[config.mk]
export PLATFORM = sky130hd
export DESIGN_NAME = axi_stream_strip_header_flat
export DESIGN_NICKNAME = d
export VERILOG_FILES = /design/src/rtl/axi_stream_strip_header_pkg.sv /design/src/rtl/axi_stream_strip_header_if.sv /design/src/rtl/axi_stream_strip_header_byte_shift.sv /design/src/rtl/axi_stream_strip_header.sv /design/src/flat_wrapper.sv
export SDC_FILE = /design/constraint.sdc
export NUM_CORES = 1
export LEC_CHECK = 0
export CAP_MARGIN = 30
export CORE_ASPECT_RATIO = 1.2
export CORE_UTILIZATION = 45
export CTS_CLUSTER_SIZE = 8
export DETAILED_ROUTE_END_ITERATION = 8
export GPL_TIMING_DRIVEN = 0
export PLACE_DENSITY = 0.7
export SLEW_MARGIN = 20
export SYNTH_ARGS = -nofsm -noshare
export SYNTH_HDL_FRONTEND = slang
export SYNTH_SLANG_ARGS = --single-unit
[constraint.sdc]
create_clock -name clk -period 8.05 [get_ports clk]
set_input_delay 1.61 -clock clk [delete_from_list [all_inputs] [get_ports clk]]
set_output_delay 1.61 -clock clk [all_outputs]
set_load 0.01 [all_outputs]
[src/rtl/axi_stream_strip_header_pkg.sv]
// Shared types and byte-count helpers for the header-strip stage.
// Keep vectors are MSB-contiguous: bit nbytes-1 is the first byte of a beat.
package axi_stream_strip_header_pkg;

  localparam int DEF_DATA_WD = 32;
  localparam int DEF_LEN_WD  = 8;
  localparam int MAX_BYTES   = 64;

  typedef enum logic [2:0] {IDLE, DROP, FIRST, STREAM, FLUSH} state_t;

  function automatic int byte_cnt_wd(input int nbytes);
    return $clog2(nbytes + 1);
  endfunction

  // Counts the leading ones from the top lane down, stopping at the first zero.
  function automatic int keep_to_count(input logic [MAX_BYTES-1:0] keep, input int nbytes);
    logic [MAX_BYTES-1:0] k;
    logic run;
    int n;
    k = keep << (MAX_BYTES - nbytes);
    run = 1'b1;
    n = 0;
    for (int i = 0; i < MAX_BYTES; i++) begin
      run = run & k[MAX_BYTES-1];
      if (run && (i < nbytes)) n++;
      k = k << 1;
    end
    return n;
  endfunction

  function automatic logic [MAX_BYTES-1:0] count_to_keep(input int count, input int nbytes);
    logic [MAX_BYTES-1:0] k;
    k = '0;
    for (int i = 0; i < MAX_BYTES; i++) begin
      if (i < count) k = {k[MAX_BYTES-2:0], 1'b1};
    end
    return k << (nbytes - count);
  endfunction

endpackage

[src/rtl/axi_stream_strip_header_if.sv]
// Length side channel, packet input and stripped output of the header-strip stage.
interface axi_stream_strip_header_if
  import axi_stream_strip_header_pkg::*;
#(
  parameter int DATA_WD = DEF_DATA_WD,
  parameter int LEN_WD  = DEF_LEN_WD
);
  localparam int DATA_BYTE_WD = DATA_WD / 8;

  logic                    s00_axis_tvalid;
  logic [LEN_WD-1:0]       s00_axis_tdata;
  logic                    s00_axis_tready;

  logic                    s01_axis_tvalid;
  logic [DATA_WD-1:0]      s01_axis_tdata;
  logic [DATA_BYTE_WD-1:0] s01_axis_tkeep;
  logic                    s01_axis_tlast;
  logic                    s01_axis_tready;

  logic                    m_axis_tvalid;
  logic [DATA_WD-1:0]      m_axis_tdata;
  logic [DATA_BYTE_WD-1:0] m_axis_tkeep;
  logic                    m_axis_tlast;
  logic                    m_axis_tready;

  modport slave (
    input  s00_axis_tvalid, s00_axis_tdata,
    output s00_axis_tready,
    input  s01_axis_tvalid, s01_axis_tdata, s01_axis_tkeep, s01_axis_tlast,
    output s01_axis_tready,
    output m_axis_tvalid, m_axis_tdata, m_axis_tkeep, m_axis_tlast,
    input  m_axis_tready
  );

  modport master (
    output s00_axis_tvalid, s00_axis_tdata,
    input  s00_axis_tready,
    output s01_axis_tvalid, s01_axis_tdata, s01_axis_tkeep, s01_axis_tlast,
    input  s01_axis_tready,
    input  m_axis_tvalid, m_axis_tdata, m_axis_tkeep, m_axis_tlast,
    output m_axis_tready
  );

endinterface

[src/rtl/axi_stream_strip_header_byte_shift.sv]
// Byte funnel: takes the {hi, lo} beat pair, skips the first 'shift' bytes of hi
// and returns the next DATA_WD bits, first byte in the top lane.
module axis_byte_shift #(
  parameter int DATA_WD  = 32,
  parameter int SHIFT_WD = 2
) (
  input  logic [DATA_WD-1:0]  hi,
  input  logic [DATA_WD-1:0]  lo,
  input  logic [SHIFT_WD-1:0] shift,
  output logic [DATA_WD-1:0]  out
);

  assign out = DATA_WD'(({hi, lo} << {shift, 3'b000}) >> DATA_WD);

endmodule

[src/rtl/axi_stream_strip_header.sv]
// Strips a per-packet header of L bytes (from the s00 side channel) off the s01
// stream and re-aligns the remaining payload onto m_axis through one output register.
module axi_stream_strip_header
  import axi_stream_strip_header_pkg::*;
#(
  parameter int DATA_WD      = DEF_DATA_WD,
  parameter int DATA_BYTE_WD = DATA_WD / 8,
  parameter int LEN_WD       = DEF_LEN_WD
) (
  input  logic clk,
  input  logic rst,
  axi_stream_strip_header_if.slave bus,
  output logic runt
);

  localparam int CNT_WD   = byte_cnt_wd(DATA_BYTE_WD);
  localparam int SHIFT_WD = $clog2(DATA_BYTE_WD);
  localparam logic [CNT_WD-1:0] FULL_CNT = CNT_WD'(DATA_BYTE_WD);

  state_t                  state, state_next;
  logic [LEN_WD-1:0]       drop_cnt;
  logic [SHIFT_WD-1:0]     shift;
  logic [DATA_WD-1:0]      residue;
  logic [CNT_WD-1:0]       flush_cnt;
  logic [CNT_WD-1:0]       in_cnt, shift_cnt, out_cnt;
  logic                    s00_hs, s01_hs, out_free, load_out, out_last, runt_next;
  logic [DATA_WD-1:0]      funnel_hi, funnel_lo, funnel_out, out_data;
  logic [DATA_BYTE_WD-1:0] out_keep;

  assign s00_hs    = bus.s00_axis_tvalid && bus.s00_axis_tready;
  assign s01_hs    = bus.s01_axis_tvalid && bus.s01_axis_tready;
  assign out_free  = !bus.m_axis_tvalid || bus.m_axis_tready;
  assign in_cnt    = CNT_WD'(keep_to_count(MAX_BYTES'(bus.s01_axis_tkeep), DATA_BYTE_WD));
  assign shift_cnt = CNT_WD'(shift);
  assign out_keep  = DATA_BYTE_WD'(count_to_keep(int'(out_cnt), DATA_BYTE_WD));

  axis_byte_shift #(.DATA_WD(DATA_WD), .SHIFT_WD(SHIFT_WD)) u_shift (
    .hi    (funnel_hi),
    .lo    (funnel_lo),
    .shift (shift),
    .out   (funnel_out)
  );

  for (genvar i = 0; i < DATA_BYTE_WD; i++) begin : g_lane
    assign out_data[8*i +: 8] = out_keep[i] ? funnel_out[8*i +: 8] : 8'h00;
  end

  always_ff @(posedge clk or posedge rst) begin
    if (rst) state <= IDLE;
    else     state <= state_next;
  end

  // The length channel is held off while reset is asserted so no header is taken mid-reset.
  always_comb begin
    state_next          = state;
    bus.s00_axis_tready = 1'b0;
    bus.s01_axis_tready = 1'b0;
    load_out            = 1'b0;
    out_cnt             = FULL_CNT;
    out_last            = 1'b0;
    runt_next           = 1'b0;
    funnel_hi           = bus.s01_axis_tdata;
    funnel_lo           = '0;
    case (state)
      IDLE: begin
        bus.s00_axis_tready = !rst;
        if (s00_hs) state_next = ((bus.s00_axis_tdata >> SHIFT_WD) != '0) ? DROP : FIRST;
      end
      DROP: begin
        bus.s01_axis_tready = 1'b1;
        if (s01_hs) begin
          if (bus.s01_axis_tlast) begin
            runt_next  = 1'b1;
            state_next = IDLE;
          end else if (drop_cnt == LEN_WD'(1)) begin
            state_next = FIRST;
          end
        end
      end
      FIRST: begin
        bus.s01_axis_tready = out_free;
        if (s01_hs) begin
          if (bus.s01_axis_tlast) begin
            state_next = IDLE;
            if (in_cnt <= shift_cnt) begin
              runt_next = 1'b1;
            end else begin
              load_out = 1'b1;
              out_cnt  = in_cnt - shift_cnt;
              out_last = 1'b1;
            end
          end else begin
            state_next = STREAM;
            load_out   = (shift == '0);
          end
        end
      end
      STREAM: begin
        bus.s01_axis_tready = out_free;
        if (shift != '0) begin
          funnel_hi = residue;
          funnel_lo = bus.s01_axis_tdata;
        end
        if (s01_hs) begin
          load_out = 1'b1;
          if (shift == '0) begin
            out_cnt  = in_cnt;
            out_last = bus.s01_axis_tlast;
            if (bus.s01_axis_tlast) state_next = IDLE;
          end else if (bus.s01_axis_tlast) begin
            if (in_cnt <= shift_cnt) begin
              out_cnt    = FULL_CNT - shift_cnt + in_cnt;
              out_last   = 1'b1;
              state_next = IDLE;
            end else begin
              state_next = FLUSH;
            end
          end
        end
      end
      FLUSH: begin
        funnel_hi = residue;
        if (out_free) begin
          load_out   = 1'b1;
          out_cnt    = flush_cnt;
          out_last   = 1'b1;
          state_next = IDLE;
        end
      end
      default: state_next = IDLE;
    endcase
  end

  // Residue always holds the whole last accepted beat; the funnel picks its low bytes.
  always_ff @(posedge clk or posedge rst) begin
    if (rst) begin
      drop_cnt          <= '0;
      shift             <= '0;
      residue           <= '0;
      flush_cnt         <= '0;
      runt              <= 1'b0;
      bus.m_axis_tvalid <= 1'b0;
      bus.m_axis_tdata  <= '0;
      bus.m_axis_tkeep  <= '0;
      bus.m_axis_tlast  <= 1'b0;
    end else begin
      runt <= runt_next;
      if (s00_hs) begin
        shift    <= bus.s00_axis_tdata[SHIFT_WD-1:0];
        drop_cnt <= bus.s00_axis_tdata >> SHIFT_WD;
      end else if (state == DROP && s01_hs) begin
        drop_cnt <= drop_cnt - LEN_WD'(1);
      end
      if (s01_hs && (state == FIRST || state == STREAM)) residue <= bus.s01_axis_tdata;
      if (s01_hs && state == STREAM) flush_cnt <= in_cnt - shift_cnt;
      if (load_out) begin
        bus.m_axis_tvalid <= 1'b1;
        bus.m_axis_tdata  <= out_data;
        bus.m_axis_tkeep  <= out_keep;
        bus.m_axis_tlast  <= out_last;
      end else if (bus.m_axis_tready) begin
        bus.m_axis_tvalid <= 1'b0;
      end
    end
  end

endmodule
[src/flat_wrapper.sv]
// flat-port wrapper written by rule: the top's interface ports become plain ports
module axi_stream_strip_header_flat import axi_stream_strip_header_pkg::*;
#(
  parameter int DATA_WD      = DEF_DATA_WD,
  parameter int DATA_BYTE_WD = DATA_WD / 8,
  parameter int LEN_WD       = DEF_LEN_WD
)
  (clk, rst, runt, bus_s00_axis_tvalid, bus_s00_axis_tdata, bus_s00_axis_tready, bus_s01_axis_tvalid, bus_s01_axis_tdata, bus_s01_axis_tkeep, bus_s01_axis_tlast, bus_s01_axis_tready, bus_m_axis_tvalid, bus_m_axis_tdata, bus_m_axis_tkeep, bus_m_axis_tlast, bus_m_axis_tready);
  axi_stream_strip_header_if #(.DATA_WD(DATA_WD), .LEN_WD(LEN_WD)) bus_i ();
  input  logic clk;
  input  logic rst;
  output logic runt;
  input wire logic [$bits(bus_i.s00_axis_tvalid)-1:0] bus_s00_axis_tvalid;
  input wire logic [$bits(bus_i.s00_axis_tdata)-1:0] bus_s00_axis_tdata;
  output wire logic [$bits(bus_i.s00_axis_tready)-1:0] bus_s00_axis_tready;
  input wire logic [$bits(bus_i.s01_axis_tvalid)-1:0] bus_s01_axis_tvalid;
  input wire logic [$bits(bus_i.s01_axis_tdata)-1:0] bus_s01_axis_tdata;
  input wire logic [$bits(bus_i.s01_axis_tkeep)-1:0] bus_s01_axis_tkeep;
  input wire logic [$bits(bus_i.s01_axis_tlast)-1:0] bus_s01_axis_tlast;
  output wire logic [$bits(bus_i.s01_axis_tready)-1:0] bus_s01_axis_tready;
  output wire logic [$bits(bus_i.m_axis_tvalid)-1:0] bus_m_axis_tvalid;
  output wire logic [$bits(bus_i.m_axis_tdata)-1:0] bus_m_axis_tdata;
  output wire logic [$bits(bus_i.m_axis_tkeep)-1:0] bus_m_axis_tkeep;
  output wire logic [$bits(bus_i.m_axis_tlast)-1:0] bus_m_axis_tlast;
  input wire logic [$bits(bus_i.m_axis_tready)-1:0] bus_m_axis_tready;
  assign bus_i.s00_axis_tvalid = bus_s00_axis_tvalid;
  assign bus_i.s00_axis_tdata = bus_s00_axis_tdata;
  assign bus_s00_axis_tready = bus_i.s00_axis_tready;
  assign bus_i.s01_axis_tvalid = bus_s01_axis_tvalid;
  assign bus_i.s01_axis_tdata = bus_s01_axis_tdata;
  assign bus_i.s01_axis_tkeep = bus_s01_axis_tkeep;
  assign bus_i.s01_axis_tlast = bus_s01_axis_tlast;
  assign bus_s01_axis_tready = bus_i.s01_axis_tready;
  assign bus_m_axis_tvalid = bus_i.m_axis_tvalid;
  assign bus_m_axis_tdata = bus_i.m_axis_tdata;
  assign bus_m_axis_tkeep = bus_i.m_axis_tkeep;
  assign bus_m_axis_tlast = bus_i.m_axis_tlast;
  assign bus_i.m_axis_tready = bus_m_axis_tready;
  axi_stream_strip_header #(.DATA_WD(DATA_WD), .DATA_BYTE_WD(DATA_BYTE_WD), .LEN_WD(LEN_WD)) u_core (.clk(clk), .rst(rst), .bus(bus_i), .runt(runt));
endmodule
==> results of run 1 <==
## cell usage after synthesis, drive strengths merged, types with 12 or more instances
cell type  count  area, um2
mux2i         48        480
nand2         61        229
buf           14       81.3
inv           17       63.8
o21ai         43        245
a21oi         24        124
nor3          12       71.3
a211oi        17        128
dfrtp         87       2180
clkbuf        23       86.3
a31oi         12       81.3
nor2          25       93.8
mux2          40        450
## through the flow
step	area (um2)	power [W]	hold slack (ps)	instances	setup WS, ps
finish	6740	0.00255	474	808	1810
global placement	6410	0.00208	461	791	1750
global route	6740	0.00271	506	808	1510
detailed placement	6430	0.00210	464	792	1550
floorplan	5310	0.00162	479	544	2700
CTS	6740	0.00254	480	808	1890
## cell usage in the layout, fill, tap and decap left out, types with 3 or more instances in the layout
master           instances
nand2b_1                 6
o21ai_1                 19
a21oi_1                 23
a32oi_1                  3
o211ai_1                 4
and2_1                   7
o21a_1                   9
clkbuf_16                9
inv_2                    3
o21ai_2                  8
nand3_1                 10
a211oi_1                17
xnor2_1                  3
nor4_1                   4
nor2b_1                 10
a22o_1                   8
a221o_1                  4
xor2_1                   3
nor3_1                  11
buf_4                    3
ha_1                     9
clkbuf_1                24
buf_2                    8
dfrtp_1                 87
nand2_1                 61
mux2i_1                 48
clkdlybuf4s50_1         90
or4_1                    3
nor2_1                  25
inv_1                   13
a31oi_1                 11
o21ai_0                 16
mux2_2                  40
nand3b_1                 3
## critical path, delay by kind of cell
family / cells / cell delay (ps)
compound gates: 6 / 1500
fa+ha+maj: 5 / 1080
buf+inv: 5 / 890
simple gates: 4 / 1430
## sequential cells by signal, summed over array words and instances, names as in the netlist
| name | flops |
|---|---|
| u_core.bus.m_axis_tdata | 32 |
| u_core.residue | 32 |
| u_core.drop_cnt | 8 |
| u_core.bus.m_axis_tkeep | 4 |
| u_core.flush_cnt | 3 |
| u_core.state | 3 |
| u_core.shift | 2 |
| u_core.bus.m_axis_tlast | 1 |
| u_core.bus.m_axis_tvalid | 1 |
| u_core.runt | 1 |
## area by class of cell
class                      instances  area (um2)  share of cell area (%)
tap                              157         196                    2.92
buffer                            37         168                    2.49
clock inverter                     6        76.3                    1.13
clock buffer                      10         229                    3.40
sequential                        87        2180                    32.3
multi-input combinational        402        2900                    43.0
timing repair buffer              91         921                    13.7
inverter                          18        70.1                    1.04
## worst max-delay path by stage
stage,endpoint,start,cells after the start,slack [ps]
finish,u_core.bus.m_axis_tdata[26],bus_s01_axis_tkeep[3],20,1810
global route,u_core.bus.m_axis_tdata[26],bus_s01_axis_tkeep[3],20,1510
CTS,u_core.bus.m_axis_tdata[29],bus_s01_axis_tkeep[3],20,1890
detailed placement,u_core.bus.m_axis_tdata[24],bus_s01_axis_tkeep[3],20,1550
global placement,u_core.bus.m_axis_tdata[30],bus_s01_axis_tkeep[3],20,1750
floorplan,u_core.bus.m_axis_tdata[10],bus_s01_axis_tkeep[3],19,2700
## metal layers
layer  global-route usage (%)  part of all wire, %  vias to the layer above
li1                         -                    -                     2195
met1                     36.9                   48                     2200
met2                     38.6                   45                      187
met3                     3.17                  6.1                       15
met4                     7.79                  1.3                        0
met5                        0                    0                        -
## power by group
| part | leakage (nW) | switching (W) | internal (W) |
|---|---|---|---|
| sequential | 1.08 | 0.000126 | 0.000647 |
| combinational | 1.51 | 0.000727 | 0.000609 |
| clock | 0.150 | 0.000193 | 0.000246 |
## cell families after synthesis
kind of cell	share of synthesized area [%]
and+or+nand+nor	15.0
DFF	41.0
xor gates and xnor gates	0.990
buffers and inverters	4.43
AOI/OAI and AO/OA	18.4
muxes	17.5
adders and majority gates	2.69
==> impl_metrics.ini, run 1 <==
[power]
power.leakage_nw = 2.73
p_per_area_mw_per_mm2 = 378
peakVddDrop_mv = 0.182

[global_routing]
track_usage_pct = 25.2
gr-total-overflow = 0
grt_pass1_vias = 4452
grt_pass1_wl_mm = 23.8
grt_max_degree = 45
antenna_found_initial = 0

[status]
status = completed

[clock_tree]
clkSlewWorstSetupHoldPaths_ps = 70
cts_root_buf = clkbuf_16
cts_tree = done
numCtsBuffers = 9
hold_buffers = 0
cts_buffer_depth = 2
post_cts_resized = 0
htree_levels = 3
clk_latency_ps = 350
cts.sinks = 87
post_cts_buffers = 0

[synthesis]
synthFlopType = dfrtp_1
synth_seq_cells = 87
yosys_warnings = 0
synth_cells = 544
synthesis.area_mm2 = 0.00531
async_flop_share_pct = 100
synth.distinct_cells = 69
ys_seq_area_share_pct = 41.0
syn_nets = 604
avgSynthCellArea_um2 = 9.76
synth_edf_count = 0

[cells_and_area]
area_growth_pct = 26.8
fillCellCount = 1042
postLayoutCoreUtil_pct = 58.5
fin_nets = 706
layout-drive-gt1-share_pct = 14.1
antenna_cells = 0

[critical_path]
required_ps = 8330
cp_max_fo = 9
rr_worst_depth = 18
path_class = input pin to flop
critPathLaunchType = input pin
r2r_setup_slack_ps = 3060
crit_path_frequent_cell = ha_1
critPathArrivalTime_ps = 6520
critPathSlowestCell = nor4_1
rr_endpoint = u_core.bus.m_axis_tdata[26]
end_kind = flop
r2r_start = u_core.shift[1]
path_cells = clkdlybuf4s50_1 -> and2_1 -> buf_4 -> ha_1 -> o21a_1 -> ha_1 -> inv_1 -> ha_1 -> and4_1 -> a211o_1 -> nor2_1 -> o211ai_1 -> inv_2 -> ha_1 -> inv_1 -> ha_1 -> o311ai_1 -> nor4_1 -> a31oi_2 -> o21ai_1
cpPeakStageDelay_ps = 650

[timing]
max_freq_mhz = 160
finalSetupViolCount = 0
drv_slew = 0
maxSlewHeadroom_pct = 45.4
final-hold-violation-count = 0
fin_crit_sh_pct = 77.5
min_period_ps = 6240
skew_ps = 10.4
tightest_slew_ps = 812
finalSetupTns_ps = 0
rsz0062_at_grt = false

[drt]
routed_wl_mm = 14.5
drc_errors = 0
avgViaCountPerCell = 5.69
wl_per_cell_um = 17.9
ant_nets = 0
num_vias = 4597
drtPass1Iterations = 6
drt-initial-drc-count = 484

[die]
core_area_mm2 = 0.0115
num_rows = 43
die_area_mm2 = 0.0122
ios = 91
die_w_um = 101
die_h_um = 121
initial_core_util_pct = 46.1

[placement]
io_buffers = 90
place_congestion = 0.873
hpwl_mm = 11.1

[worst_hold_path]
holdCritStartpoint = u_core.bus.m_axis_tkeep[1]
min_path_type = flop to flop
holdPathStages = 2
hold_end = u_core.bus.m_axis_tkeep[1]

[job]
cap_viol_max_count = 0
(Power assumes the default switching activity.)
==> run 2: changes to the inputs <==
Settings changed: PLACE_DENSITY 0.7 to 0.72.
Clock period 8.05 ns to 5.6 ns, I/O delays scaled along.
==> run 2 against run 1 <==
Effect of this change: die area unchanged; utilization rose by 0.24 points; sequential power rose by 44%; final area is 0.41% higher; hold slack improved by 2.6 ps; via count down 0.44%; critical path depth stayed put; sequential share of layout area fell by 0.13 points; non-clock buffer count is the same; count of clock-buffer cells in the layout decreased by 1; critical endpoint is now u_core.bus.m_axis_tdata[14]; largest cell class unchanged.
==> impl_metrics.ini, run 2 (synthesis gave the netlist of run 1 again) <==
[cells_and_area]
fillCellCount = 1062
layout-drive-gt1-share_pct = 14.9
seq_area_mm2 = 0.00218
area_growth_pct = 27.3
top_regs = u_core.bus.m_axis_tdata: 32 flops, u_core.residue: 32 flops, u_core.drop_cnt: 8 flops
antenna_cells = 0
final_common_cell = clkdlybuf4s50_1
layout_common_cells = 90 x clkdlybuf4s50_1, 87 x dfrtp_1, 61 x nand2_1
multi_input_area_mm2 = 0.00293
fin_nets = 706

[placement]
hpwl_mm = 11.2
pre_cts_ws_ps = -445
place_congestion = 0.911
io_buffers = 90

[timing]
max_freq_mhz = 186
min_period_ps = 5380
finalSetupViolCount = 0
tightest_slew_ps = 736
finalWorstSetupSlack_ps = 224
skew_ps = 8.32
holdWs_ps = 477
maxSlewHeadroom_pct = 50.5
rsz0062_at_grt = false
drv_slew = 0
final-hold-violation-count = 0
fin_crit_sh_pct = 96.0

[global_routing]
gr-total-overflow = 0
track_usage_pct = 24.9
grt_pass1_wl_mm = 23.3
grt_pass1_vias = 4456
antenna_found_initial = 0
grt_max_degree = 49

[worst_hold_path]
hold_end = u_core.bus.m_axis_tdata[11]
min_path_type = flop to flop
holdPathStages = 2
holdCritStartpoint = u_core.bus.m_axis_tdata[11]

[clock_tree]
cts_tree = done
htree_levels = 3
numCtsBuffers = 9
clkSlewWorstSetupHoldPaths_ps = 70
cts_buffer_depth = 2
hold_buffers = 0
clk_latency_ps = 350
cts_root_buf = clkbuf_16
post_cts_buffers = 0
cts.sinks = 87

[drt]
drc_errors = 0
avgViaCountPerCell = 5.66
routed_wl_mm = 14.4
drt-initial-drc-count = 362
num_vias = 4577
drtPass1Iterations = 5
wl_per_cell_um = 17.9
ant_nets = 0

[critical_path]
end_kind = flop
rr_worst_depth = 18
required_ps = 5880
r2r_setup_slack_ps = 1020
r2r_start = u_core.shift[1]
critPathTopFamily = simple AND/OR/NAND/NOR gates
cp_max_fo = 9
critPathSlowestCell = or4_1
cp_num_buf_inv = 6
rr_endpoint = u_core.bus.m_axis_tdata[14]
critPathArrivalTime_ps = 5660
cpPeakStageDelay_ps = 590
cp-startpoint = bus_s01_axis_tkeep[3]
critPathLaunchType = input pin
path_class = input pin to flop
path_cells = clkdlybuf4s50_1 -> and2_1 -> buf_4 -> ha_1 -> o21a_2 -> ha_1 -> inv_1 -> ha_1 -> and4_1 -> a211o_1 -> or4_4 -> nand3_2 -> inv_2 -> ha_1 -> inv_1 -> ha_1 -> o311ai_2 -> or4_1 -> buf_6 -> o21ai_2
crit_path_frequent_cell = ha_1

[die]
die_w_um = 101
core_area_mm2 = 0.0115
die_area_mm2 = 0.0122
die_h_um = 121
initial_core_util_pct = 46.1
ios = 91
num_rows = 43

[power]
peakVddDrop_mv = 0.226
p_per_area_mw_per_mm2 = 539
power.leakage_nw = 2.74

[job]
cap_viol_max_count = 0

[status]
status = completed
==> run 2: worst max path at each step <==
stage | to | depth (start not counted)
2_1_floorplan | u_core.bus.m_axis_tdata[10] | 19
3_3_place_gp | u_core.bus.m_axis_tdata[27] | 20
3_5_place_dp | u_core.bus.m_axis_tdata[24] | 20
4_1_cts | u_core.bus.m_axis_tdata[30] | 20
5_1_grt | u_core.bus.m_axis_tdata[15] | 20
6_report | u_core.bus.m_axis_tdata[14] | 20
==> run 2: where the power goes <==
group	switching, W	internal [W]	total [W]	leakage [nW]
Combinational	0.00105	0.000883	0.00193	1.51
Sequential	0.000182	0.000930	0.00111	1.08
Clock	0.000292	0.000316	0.000608	0.148
==> run 2: cell type report <==
| type | instances | area share [%] |
|---|---|---|
| Buffer | 37 | 2.48 |
| Clock buffer | 9 | 3.33 |
| Clock inverter | 7 | 1.13 |
| Inverter | 18 | 1.04 |
| Multi-Input combinational cell | 402 | 43.3 |
| Sequential cell | 87 | 32.2 |
| Tap cell | 157 | 2.90 |
| Timing Repair Buffer | 91 | 13.6 |
==> run 2: per-stage QoR <==
step	cells	setup TNS (ps)	cell area [um2]	utilization, %	total power [W]
2_1_floorplan	544	0	5310	-	0.00233
3_3_place_gp	791	-3960	6410	55.7	0.00295
3_5_place_dp	792	-10700	6430	55.9	0.00301
4_1_cts	808	0	6740	58.5	0.00363
5_1_grt	808	0	6760	58.7	0.00389
6_report	808	0	6760	58.7	0.00365
==> run 2: routing by layer <==
metal	wire [um]	part of all wire, %	global-route usage, %	up-vias
met4	291	2.0	9.42	0
li1	-	-	-	2182
met1	6800	47	35.6	2201
met2	6620	46	38.2	172
met5	0	0	0	-
met3	731	5.1	3.40	22
==> run 2: worst min-delay path: stages (launching register included) <==
cell and delay, ps:
dfrtp_1 340, nand2_1 60, o21ai_2 50
==> run 2: what timing repair did <==
item,in CTS,in global routing
resized for setup,1,5
pin swaps,0,2
endpoints found under the setup margin,17,36
==> run 3: changes to the inputs <==
Settings changed: CORE_UTILIZATION 45 to 49, PLACE_DENSITY 0.72 to 0.78.
==> run 3 against run 2 <==
Effect of this change: cell count down 3.3%; critical path type unchanged; utilization up 5.8 points; fmax down 0.64%; global-route usage up 1.9 points; clock skew about the same; critical path depth unchanged; setup slack worse by 35 ps; sequential share of layout area down 0.11 points.
==> impl_metrics.ini, run 3 (synthesis gave the netlist of run 1 again) <==
[die]
ios = 91
die_h_um = 116
die_w_um = 97.0
num_rows = 41
core_area_mm2 = 0.0105
die_area_mm2 = 0.0113
initial_core_util_pct = 50.5

[drt]
routed_wl_mm = 15.1
ant_nets = 0
drc_errors = 0
drtPass1Iterations = 5
drt-initial-drc-count = 418
avgViaCountPerCell = 6.02
num_vias = 4705
wl_per_cell_um = 19.3

[critical_path]
endpoint = u_core.bus.m_axis_tdata[13]
end_kind = flop
cpPeakStageDelay_ps = 560
rr_endpoint = u_core.bus.m_axis_tdata[13]
cp-startpoint = bus_s01_axis_tkeep[3]
crit_path_frequent_cell = ha_1
cp_max_fo = 9
critPathTopFamily = simple AND/OR/NAND/NOR gates
path_class = input pin to flop
r2r_setup_slack_ps = 900
path_cells = clkdlybuf4s50_1 -> and2_1 -> buf_4 -> ha_1 -> o21a_1 -> ha_1 -> inv_1 -> ha_1 -> and4_1 -> a211o_1 -> or4_4 -> nand3_4 -> inv_2 -> ha_1 -> inv_1 -> ha_1 -> o311ai_4 -> or4_4 -> buf_6 -> o21ai_2
r2r_start = u_core.shift[1]
cp_num_buf_inv = 6
required_ps = 5870
critPathSlowestCell = or4_4
critPathLaunchType = input pin
cp_num_cells = 20
critPathArrivalTime_ps = 5680
rr_worst_depth = 18

[cells_and_area]
layout-drive-gt1-share_pct = 15.0
layout_common_cells = 90 x clkdlybuf4s50_1, 87 x dfrtp_1, 61 x nand2_1
area_growth_pct = 27.8
fin_cells = 781
postLayoutCoreUtil_pct = 64.5
top_regs = u_core.bus.m_axis_tdata: 32 flops, u_core.residue: 32 flops, u_core.drop_cnt: 8 flops
fin_nets = 707
final_common_cell = clkdlybuf4s50_1
antenna_cells = 0

[timing]
finalSetupViolCount = 0
final-hold-violation-count = 0
max_freq_mhz = 185
holdWs_ps = 475
skew_ps = 8.29
fin_crit_sh_pct = 96.6
min_period_ps = 5410
maxSlewHeadroom_pct = 51.6
tightest_slew_ps = 725
drv_slew = 0

[worst_hold_path]
min_path_type = flop to flop

[clock_tree]
cts_tree = done
clkSlewWorstSetupHoldPaths_ps = 60
htree_levels = 3
clk_latency_ps = 350
cts.sinks = 87
cts_buffer_depth = 2
numCtsBuffers = 9
cts_root_buf = clkbuf_16

[global_routing]
grt_pass1_wl_mm = 23.8
grt_pass1_vias = 4680
antenna_found_initial = 0
gr-total-overflow = 0
grt_max_degree = 46
track_usage_pct = 26.9

[power]
total_power_w = 0.00376
power.leakage_nw = 2.75
p_per_area_mw_per_mm2 = 554
peakVddDrop_mv = 0.293

[placement]
place_congestion = 0.904
hpwl_mm = 11.2
io_buffers = 90
place_inst = 764

[status]
status = completed

[job]
cap_viol_max_count = 0
## run 3: cell count changes in the layout (fill, tap and decap cells not counted), moves of 2 or more
cell,previous run,this run
bufinv_16,0,2
clkinv_4,3,1
inv_8,3,0
clkinvlp_4,0,2
## run 3: per-stage QoR
| stage | setup TNS (ps) | setup slack (ps) | area [um2] |
|---|---|---|---|
| finish | 0 | 190 | 6790 |
| global route | -0.855 | -0.855 | 6790 |
| floorplan | 0 | 745 | 5310 |
| detailed placement | -9660 | -402 | 6400 |
| global placement | -4280 | -200 | 6370 |
| CTS | 0 | 8.10 | 6730 |
## run 3: worst min-delay path by stage
| stage | startpoint | endpoint | slack [ps] | cells after the start |
|---|---|---|---|---|
| final | u_core.bus.m_axis_tkeep[2] | u_core.bus.m_axis_tkeep[2] | 470 | 2 |
| after global routing | u_core.bus.m_axis_tkeep[2] | u_core.bus.m_axis_tkeep[2] | 510 | 2 |
| after CTS | u_core.bus.m_axis_tkeep[2] | u_core.bus.m_axis_tkeep[2] | 480 | 2 |
| after detailed placement | u_core.bus.m_axis_tkeep[2] | u_core.bus.m_axis_tkeep[2] | 470 | 2 |
| after global placement | u_core.bus.m_axis_tkeep[1] | u_core.bus.m_axis_tkeep[1] | 460 | 2 |
| after floorplan | u_core.residue[20] | u_core.residue[20] | 480 | 1 |
## run 3: timing repair
action | in CTS | in global routing
hold buffers | 0 | 0
setup buffers | 0 | 1
pin swaps | 0 | 2
resized for setup | 1 | 7
endpoints found under the setup margin | 10 | 36
## run 3: worst min-delay path: stages, from the launching register on
cell	delay, ps
dfrtp_1	340
nand2_1	50
nand2_1	50
## run 3: metal layers
metal  global-route usage [%]  wire [um]  vias to the layer above
li1                         -          -                     2204
met1                     35.8       6650                     2305
met2                     44.7       7330                      171
met3                     4.46        871                       25
met4                     9.25        203                        0
met5                        0          0                        -
## run 3: layout make-up
type | instances | area, um2
multi-input cells | 402 | 2950
clock buffers | 10 | 239
inverters | 18 | 70.1
flip-flops and latches | 87 | 2180
plain buffers | 37 | 168
well taps | 129 | 161
repair buffers | 92 | 928
fillers | 841 | 3730
clock inverters | 6 | 92.6
## run 3: report_power, final
group	internal [W]	switching (W)
sequential	0.000930	0.000192
combinational	0.000889	0.00108
clock	0.000405	0.000264
total	0.00222	0.00154
